`src/rtl/riscv_pkg.sv`:
```
// Shared register-file geometry and helpers for the writeback slice.
package riscv_pkg;

   localparam int unsigned XLEN_DFLT  = 32;
   localparam int unsigned REG_ADDR_W = 5;
   localparam int unsigned NUM_REGS   = 32;

   function automatic logic is_x0(input logic [REG_ADDR_W-1:0] rd);
      return rd == '0;
   endfunction

endpackage

```
`src/rtl/wb_scoreboard.sv`:
```
// Per-register pending-write counters; drives busy, issue backpressure and the sticky error.
module wb_scoreboard
   import riscv_pkg::*;
#(
   parameter int unsigned CNT_W = 2
) (
   input  logic                  clk,
   input  logic                  rst,
   input  logic                  inc_valid,
   input  logic [REG_ADDR_W-1:0] inc_rd,
   output logic                  inc_ready,
   input  logic                  dec_valid,
   input  logic [REG_ADDR_W-1:0] dec_rd,
   output logic [NUM_REGS-1:0]   busy,
   output logic                  sb_err
);

   logic [NUM_REGS-1:0][CNT_W-1:0] cnt_q, cnt_d;
   logic                           err_q, err_d;
   logic                           inc_fire;

   assign inc_ready = is_x0(inc_rd) || (cnt_q[inc_rd] != '1);
   assign inc_fire  = inc_valid && inc_ready && !is_x0(inc_rd);

   always_comb begin
      cnt_d = cnt_q;
      err_d = err_q;
      for (int r = 1; r < NUM_REGS; r++) begin
         // Same-cycle issue and retire on one register cancel out.
         if (inc_fire && (inc_rd == REG_ADDR_W'(r)) &&
             !(dec_valid && (dec_rd == REG_ADDR_W'(r)))) begin
            cnt_d[r] = cnt_q[r] + 1'b1;
         end else if (dec_valid && (dec_rd == REG_ADDR_W'(r)) &&
                      !(inc_fire && (inc_rd == REG_ADDR_W'(r)))) begin
            if (cnt_q[r] == '0) begin
               err_d = 1'b1;
            end else begin
               cnt_d[r] = cnt_q[r] - 1'b1;
            end
         end
      end
      cnt_d[0] = '0;
   end

   always_ff @(posedge clk or posedge rst) begin
      if (rst) begin
         cnt_q <= '0;
         err_q <= 1'b0;
      end else begin
         cnt_q <= cnt_d;
         err_q <= err_d;
      end
   end

   always_comb begin
      busy = '0;
      for (int r = 1; r < NUM_REGS; r++) begin
         busy[r] = (cnt_q[r] != '0);
      end
   end

   assign sb_err = err_q;

endmodule

```
`src/rtl/wb_arbiter.sv`:
```
// Writeback stage: arbitrates ALU and LSU results onto the single register-file write port.
module wb_arbiter
   import riscv_pkg::*;
#(
   parameter int unsigned XLEN       = XLEN_DFLT,
   parameter int unsigned CNT_W      = 2,
   parameter int unsigned STARVE_MAX = 4
) (
   input  logic                  clk,
   input  logic                  rst,
   input  logic                  issue_valid,
   input  logic [REG_ADDR_W-1:0] issue_rd,
   output logic                  issue_ready,
   input  logic                  alu_valid,
   input  logic [REG_ADDR_W-1:0] alu_rd,
   input  logic [XLEN-1:0]       alu_data,
   output logic                  alu_ready,
   input  logic                  lsu_valid,
   input  logic [REG_ADDR_W-1:0] lsu_rd,
   input  logic [XLEN-1:0]       lsu_data,
   output logic                  lsu_ready,
   output logic                  wen,
   output logic [REG_ADDR_W-1:0] wadd,
   output logic [XLEN-1:0]       wdata,
   output logic [NUM_REGS-1:0]   busy,
   output logic                  sb_err
);

   localparam int unsigned STARVE_W = $clog2(STARVE_MAX + 1);
   localparam logic [STARVE_W-1:0] StarveLim = STARVE_W'(STARVE_MAX);

   logic [STARVE_W-1:0]   starve_q, starve_d;
   logic                  wen_q, wen_d;
   logic [REG_ADDR_W-1:0] wadd_q, wadd_d;
   logic [XLEN-1:0]       wdata_q, wdata_d;
   logic                  force_alu, lsu_grant, alu_grant;

   // LSU wins unless the ALU has been passed over STARVE_MAX times in a row.
   always_comb begin
      force_alu = alu_valid && (starve_q == StarveLim);
      lsu_grant = lsu_valid && !force_alu;
      alu_grant = alu_valid && !lsu_grant;
   end

   assign lsu_ready = lsu_grant;
   assign alu_ready = alu_grant;

   always_comb begin
      starve_d = starve_q;
      if (!alu_valid || alu_grant) begin
         starve_d = '0;
      end else if (lsu_grant && (starve_q != StarveLim)) begin
         starve_d = starve_q + 1'b1;
      end
   end

   // x0 results are consumed but never reach the register file.
   always_comb begin
      wen_d   = 1'b0;
      wadd_d  = wadd_q;
      wdata_d = wdata_q;
      if (lsu_grant && !is_x0(lsu_rd)) begin
         wen_d   = 1'b1;
         wadd_d  = lsu_rd;
         wdata_d = lsu_data;
      end else if (alu_grant && !is_x0(alu_rd)) begin
         wen_d   = 1'b1;
         wadd_d  = alu_rd;
         wdata_d = alu_data;
      end
   end

   always_ff @(posedge clk or posedge rst) begin
      if (rst) begin
         starve_q <= '0;
         wen_q    <= 1'b0;
         wadd_q   <= '0;
         wdata_q  <= '0;
      end else begin
         starve_q <= starve_d;
         wen_q    <= wen_d;
         wadd_q   <= wadd_d;
         wdata_q  <= wdata_d;
      end
   end

   assign wen   = wen_q;
   assign wadd  = wadd_q;
   assign wdata = wdata_q;

   wb_scoreboard #(
      .CNT_W (CNT_W)
   ) u_scoreboard (
      .clk       (clk),
      .rst       (rst),
      .inc_valid (issue_valid),
      .inc_rd    (issue_rd),
      .inc_ready (issue_ready),
      .dec_valid (wen_q),
      .dec_rd    (wadd_q),
      .busy      (busy),
      .sb_err    (sb_err)
   );

endmodule
```
`config.mk`:
```
export PLATFORM = sky130hd
export DESIGN_NAME = wb_arbiter
export DESIGN_NICKNAME = d
export VERILOG_FILES = /design/src/rtl/riscv_pkg.sv /design/src/rtl/wb_scoreboard.sv /design/src/rtl/wb_arbiter.sv
export SDC_FILE = /design/constraint.sdc
export NUM_CORES = 1
export LEC_CHECK = 0
export ABC_AREA = 1
export CORE_ASPECT_RATIO = 1.25
export CORE_MARGIN = 2
export CORE_UTILIZATION = 53
export DETAILED_ROUTE_END_ITERATION = 12
export GPL_ROUTABILITY_DRIVEN = 0
export PLACE_DENSITY = 0.82
export SYNTH_ARGS = -nofsm -noshare
export SYNTH_HDL_FRONTEND = slang
export SYNTH_SLANG_ARGS = --single-unit
```
`constraint.sdc`:
```
create_clock -name clk -period 4.6 [get_ports clk]
set_input_delay 0.69 -clock clk [delete_from_list [all_inputs] [get_ports clk]]
set_output_delay 0.69 -clock clk [all_outputs]
set_load 0.005 [all_outputs]
```
==> metrics, run 1 <==
pins over their slew limit=0; CP Launch Type=input pin; number of library cell types mapped by synthesis=38; total CTS buffers=9; Syn Nets=1342; antenna-violating nets left=0; Avg WL per Cell=15.4 um; number of warning messages in the yosys log=0; Worst Hold Path Cells=1; Critical R2R Capture=u_scoreboard.sb_err; die height=142 um; Final nets=1481; highest clock rate=245 MHz; largest net degree at the start of global routing=43; PortBufs=156; CP arrival=3.39 ns; Hold Violations, Final=0; fillers=1314; critical path class=input pin to output port; peak supply drop=0.189 mV; HP Start=starve_q[0]; share of layout cells above drive strength 1=0.0381; Lkg Pwr=4.61 nW; Fin Hold WS=0.471 ns; antenna violations before repair=0; GRT Overall Usage=0.294; setup TNS=0 ns; Avg Inst Size Synth=6.74 um^2; starting density of the core=0.541; Die X=114 um; Hold EP=starve_q[0]; diodes inserted=0; drt total wl=23.4 mm; vias in the first global route=7870; Final setup viols=0; outcome=finished clean; Top Ports=158; min Tclk post-route=4.08 ns; Slew HR=0.571; Power Density=307 nW/um^2; worst r2r path cells=18; CP required=3.91 ns; area occupied by multi-input gates=4380 um^2; drt pass-1 iters=5; clock edge transition at the registers on the reported setup and hold paths=0.07 ns; CTS tree=done; worst hold path class=flip-flop to flip-flop; cell area after synthesis=8050 um^2; Area growth syn-to-layout=24.5%; Post-CTS Setup Bufs=0; register area=2600 um^2; number of synthesized register bits=104; Crit Path Max Fanout=16; Overflow after GRT=0; global-route wire length before repair=37.6 mm; DRT iter0 DRCs=552; drt via density=5.57; clock buffer depth=2; post-synthesis cell count=1194; DIE AREA=16200 um^2; RSZ-0062 raised after global routing=false; CTS Hold Buffers Added=0; reg2reg setup slack=1.53 ns; Clock Latency Late Sink=0.36 ns; cts repair resizes=0; H-Tree Depth=3; Reg-to-Reg Start=u_scoreboard.cnt_q[62]; sequential share of the synthesized area=0.323; # DRC=0; DP Area=9730 um^2; vias=8459; Crit. End Element=output port; clk sink count=104; Design Area, Final=10000 um^2; HPWL after detailed placement=18.2 mm; Rows=50; Worst-Margin Slew=0.641 ns; root buf cell=clkbuf_16; Setup Skew=0.0106 ns; Tcrit/Tclk final=0.887; Max-cap violations=0; core area=14900 um^2
through the flow:
step | cells | worst slack (ns) | power [W] | utilization
after floorplan | 1194 | 1.18 | 0.00175 | -
after global placement | 1504 | 0.469 | 0.00229 | 0.653
after detailed placement | 1504 | 0.404 | 0.00231 | 0.653
after CTS | 1520 | 0.581 | 0.00308 | 0.673
after global routing | 1520 | 0.370 | 0.00325 | 0.673
final | 1520 | 0.521 | 0.00307 | 0.673
power breakdown:
group	internal, W	switching [W]
Combinational	0.000493	0.000567
Clock	0.000379	0.000394
Sequential	0.00107	0.000168
routing by layer:
metal  vias up  part of all wire  global-route usage  wire length [um]
met5         -                 0                   0                 0
met4         0             0.040               0.135               932
met3        63             0.087              0.0782              2040
met2       408              0.50               0.504             11600
met1      3868              0.38               0.340              8860
li1       4120                 -                   -                 -
worst max path at each step:
stage / startpoint / end / slack (ns) / depth (start not counted)
2_1_floorplan: rst / starve_q[0] / 1.18 / 1
3_5_place_dp: issue_rd[1] / u_scoreboard.sb_err / 0.40 / 19
5_1_grt: issue_rd[1] / issue_ready / 0.37 / 13
4_1_cts: issue_rd[1] / issue_ready / 0.58 / 13
6_report: issue_rd[1] / issue_ready / 0.52 / 13
3_3_place_gp: issue_rd[1] / u_scoreboard.sb_err / 0.47 / 20
final cells by class:
| cell class | instances | share of cell area |
|---|---|---|
| well taps | 182 | 0.0227 |
| clock inverters | 7 | 0.00687 |
| multi-input cells | 823 | 0.437 |
| clock buffers | 9 | 0.0225 |
| flip-flops and latches | 104 | 0.260 |
| repair buffers | 170 | 0.166 |
| inverters | 225 | 0.0845 |
worst max-delay path, cell delays in order:
cell and delay, ns:
clkdlybuf4s50_1 0.71, buf_4 0.28, nand2_2 0.13, inv_1 0.14
nand2_1 0.06, nand3_1 0.08, nand2_1 0.05, nand2_1 0.06
inv_1 0.04, nand2_1 0.07, nand3_2 0.31, and2_1 0.31
clkdlybuf4s50_1 0.45
sequential cells by signal, indices dropped and copies added, names as in the netlist:
register,cells
u_scoreboard.cnt_q,62
wdata,32
wadd,5
starve_q,3
u_scoreboard.sb_err,1
wen,1
cell families (layout without fill, tap and decap cells):
group                      count (synthesis)  after routing  share of synthesized area
AOI/OAI and AO/OA                        158            158                      0.118
xor gates and xnor gates                  10             10                     0.0109
adders and majority gates                 64             64                     0.0995
buffers and inverters                    267            411                      0.133
DFF                                      104            104                      0.323
other                                      1              1                   0.000466
and+or+nand+nor                          590            590                      0.315
synth_stat cells, drive strengths merged:
| cell type | count | area (um^2) |
|---|---|---|
| a211oi | 6 | 45.0 |
| a21oi | 44 | 220 |
| a31o | 1 | 8.76 |
| a31oi | 33 | 206 |
| a32oi | 5 | 43.8 |
| and2 | 1 | 6.26 |
| buf | 24 | 155 |
| clkbuf | 18 | 67.6 |
| clkinv | 2 | 7.51 |
| conb | 1 | 3.75 |
| dfrtp | 104 | 2600 |
| ha | 64 | 801 |
| inv | 223 | 837 |
| nand2 | 235 | 885 |
| nand3 | 87 | 458 |
| nand3b | 3 | 22.5 |
| nand4 | 35 | 219 |
| nor2 | 176 | 663 |
| nor3 | 41 | 205 |
| nor4 | 2 | 12.5 |
| o2111ai | 4 | 35.0 |
| o211ai | 9 | 67.6 |
| o21ai | 40 | 200 |
| o22ai | 5 | 31.3 |
| o31ai | 1 | 7.51 |
| o41ai | 10 | 87.6 |
| or2 | 10 | 62.6 |
| xnor2 | 2 | 17.5 |
| xor2 | 8 | 70.1 |
layout by cell type, fill, tap and decap left out, types with 4 or more instances in the layout:
cell type,synthesis,final
o41ai_1,10,10
nor3_1,41,41
a211oi_1,6,6
o21ai_0,39,39
a21oi_1,44,44
nand2_1,234,233
clkbuf_16,0,9
nand4_1,35,35
o22ai_1,5,5
ha_1,64,64
inv_1,220,219
a32oi_1,5,5
nor2_1,175,175
or2_2,10,10
o2111ai_1,4,4
o211ai_1,9,9
dfrtp_1,104,104
clkdlybuf4s50_1,0,156
xor2_1,8,8
nand3_1,84,84
a31oi_1,33,33
buf_4,7,14
Note: power is estimated with default switching activity, not from simulation.
==> inputs of run 2 (changes only) <==
PLACE_DENSITY = 0.93   (was 0.82)
==> run 2 against run 1 <==
  * Utilization rose by 0.20 points
  * Total power is 1.3% higher
  * Cell count barely moved
  * Largest power group unchanged
==> metrics, run 2 (synthesized netlist as in run 1, its figures left out) <==
outcome=finished clean; Slew HR=0.380 (-0.191); Crit. End Element=output port; cts repair resizes=0 (unchanged); Setup Skew=0.00665 ns (-0.00399 ns); Hold Violations, Final=0 (unchanged); worst hold path class=flip-flop to flip-flop; starting density of the core=0.541 (unchanged); # DRC=0 (unchanged); root buf cell=clkbuf_16; Top reg by flops=u_scoreboard.cnt_q; highest clock rate=234 MHz (-4.6%); Area growth syn-to-layout=24.9%; Rows=50 (unchanged); fillers=1233 (-6.2%); total CTS buffers=9 (unchanged); share of layout cells above drive strength 1=0.0388 (+0.000718); Tcrit/Tclk final=0.929 (+0.0424); drt pass-1 iters=5 (unchanged); RSZ-0062 raised after global routing=false; Overflow after GRT=0 (unchanged); HPWL after detailed placement=18.1 mm (-0.20%); diodes inserted=0 (unchanged); core area=14900 um^2 (unchanged); GRT Overall Usage=0.303 (+0.00969); vias=8644 (+2.2%); clock edge transition at the registers on the reported setup and hold paths=0.07 ns (about the same); antenna violations before repair=0 (unchanged); Top Ports=158 (unchanged); area occupied by multi-input gates=4380 um^2 (unchanged); critical path class=input pin to output port; Core Util, Final=0.675 (+0.00202); Final nets=1482 (+0.068%); Power Density=310 nW/um^2 (+1.0%); clock buffer depth=2 (unchanged); commonest non-fill, non-tap cell in the layout=nand2_1; largest net degree at the start of global routing=74 (+72%); Crit Path Max Fanout=19 (+3); PortBufs=156 (unchanged); setup TNS=0 ns (unchanged); Final setup viols=0 (unchanged); peak supply drop=0.183 mV (-3.3%); CP required=3.91 ns (about the same); vias in the first global route=8372 (+6.4%); die height=142 um (unchanged); Lkg Pwr=4.62 nW (+0.36%); CTS Hold Buffers Added=0 (unchanged); CP Launch Type=input pin; DIE AREA=16200 um^2 (unchanged); antenna-violating nets left=0 (unchanged); Max-cap violations=0 (unchanged); Avg WL per Cell=15.7 um (+1.5%); H-Tree Depth=3 (unchanged); register area=2600 um^2 (unchanged); clk sink count=104 (unchanged); Post-CTS Setup Bufs=0 (unchanged); pins over their slew limit=0 (unchanged); CTS tree=done; most frequent cells in the layout=nand2_1 (233), inv_1 (219), nor2_1 (175), clkdlybuf4s50_1 (156), dfrtp_1 (104); Die X=114 um (unchanged); global-route wire length before repair=39.0 mm (+3.5%); max FFs per register=62 (unchanged); drt via density=5.68 (+2.1%); Clock Latency Late Sink=0.36 ns (about the same); min Tclk post-route=4.27 ns (+0.195 ns); Worst-Margin Slew=0.929 ns (+0.288 ns); DRT iter0 DRCs=691 (+25%); drt total wl=23.8 mm (+1.6%); CP arrival=3.58 ns (+0.19 ns)
-- run 2: cell count changes in the layout (fill, tap and decap cells not counted), sizes merged --
cell    before  now
clkinv       6    4
buf         14   15
bufinv       0    1
inv        224  225
-- run 2: area by class of cell --
type	instances	area share
sequential	104	0.259
tap	182	0.0227
timing repair buffer	171	0.168
clock inverter	7	0.00784
multi-input combinational	823	0.436
inverter	225	0.0843
clock buffer	9	0.0224
-- run 2: worst max-delay path, cell delays in order --
cell and delay, ns:
clkdlybuf4s50_1 0.75, inv_2 0.24, nor2_1 0.23, nand3_1 0.11, nand3_1 0.10, nor2_1 0.05, nand2_1 0.07, nand3_2 0.37
buf_4 0.36, and2_1 0.18, clkdlybuf4s50_1 0.44
-- run 2: worst paths after layout --
path / from / to / slack [ns] / cells past startpoint
setup / recovery: issue_rd[1] / issue_ready / 0.33 / 11
hold / removal: starve_q[0] / starve_q[0] / 0.47 / 1
setup reg to reg: u_scoreboard.cnt_q[20] / u_scoreboard.sb_err / 1.51 / 16
hold reg to reg: starve_q[0] / starve_q[0] / 0.47 / 1
max in group asynchronous: rst / wdata[15] / 2.78 / 3
min in group asynchronous: rst / u_scoreboard.cnt_q[21] / 0.86 / 2
-- run 2: stage by stage --
stage          hold slack [ns]  cells  cell area, um^2  setup WS (ns)  power [W]
5_1_grt                  0.497   1521            10000          0.180    0.00330
3_5_place_dp             0.472   1505             9750          0.353    0.00230
4_1_cts                  0.485   1521            10000          0.418    0.00312
3_3_place_gp             0.449   1505             9750          0.428    0.00227
2_1_floorplan            0.431   1194             8050           1.18    0.00175
6_report                 0.469   1521            10000          0.325    0.00311
-- run 2: metal layers --
layer,global-route usage,wire length (um)
met5,0,0
met4,0.183,1570
met3,0.0842,2590
met2,0.518,11300
met1,0.334,8350
-- run 2: report_power, final --
| part | switching, W | internal (W) |
|---|---|---|
| Combinational | 0.000572 | 0.000494 |
| Clock | 0.000376 | 0.000428 |
| Sequential | 0.000171 | 0.00107 |
| Total | 0.00112 | 0.00200 |
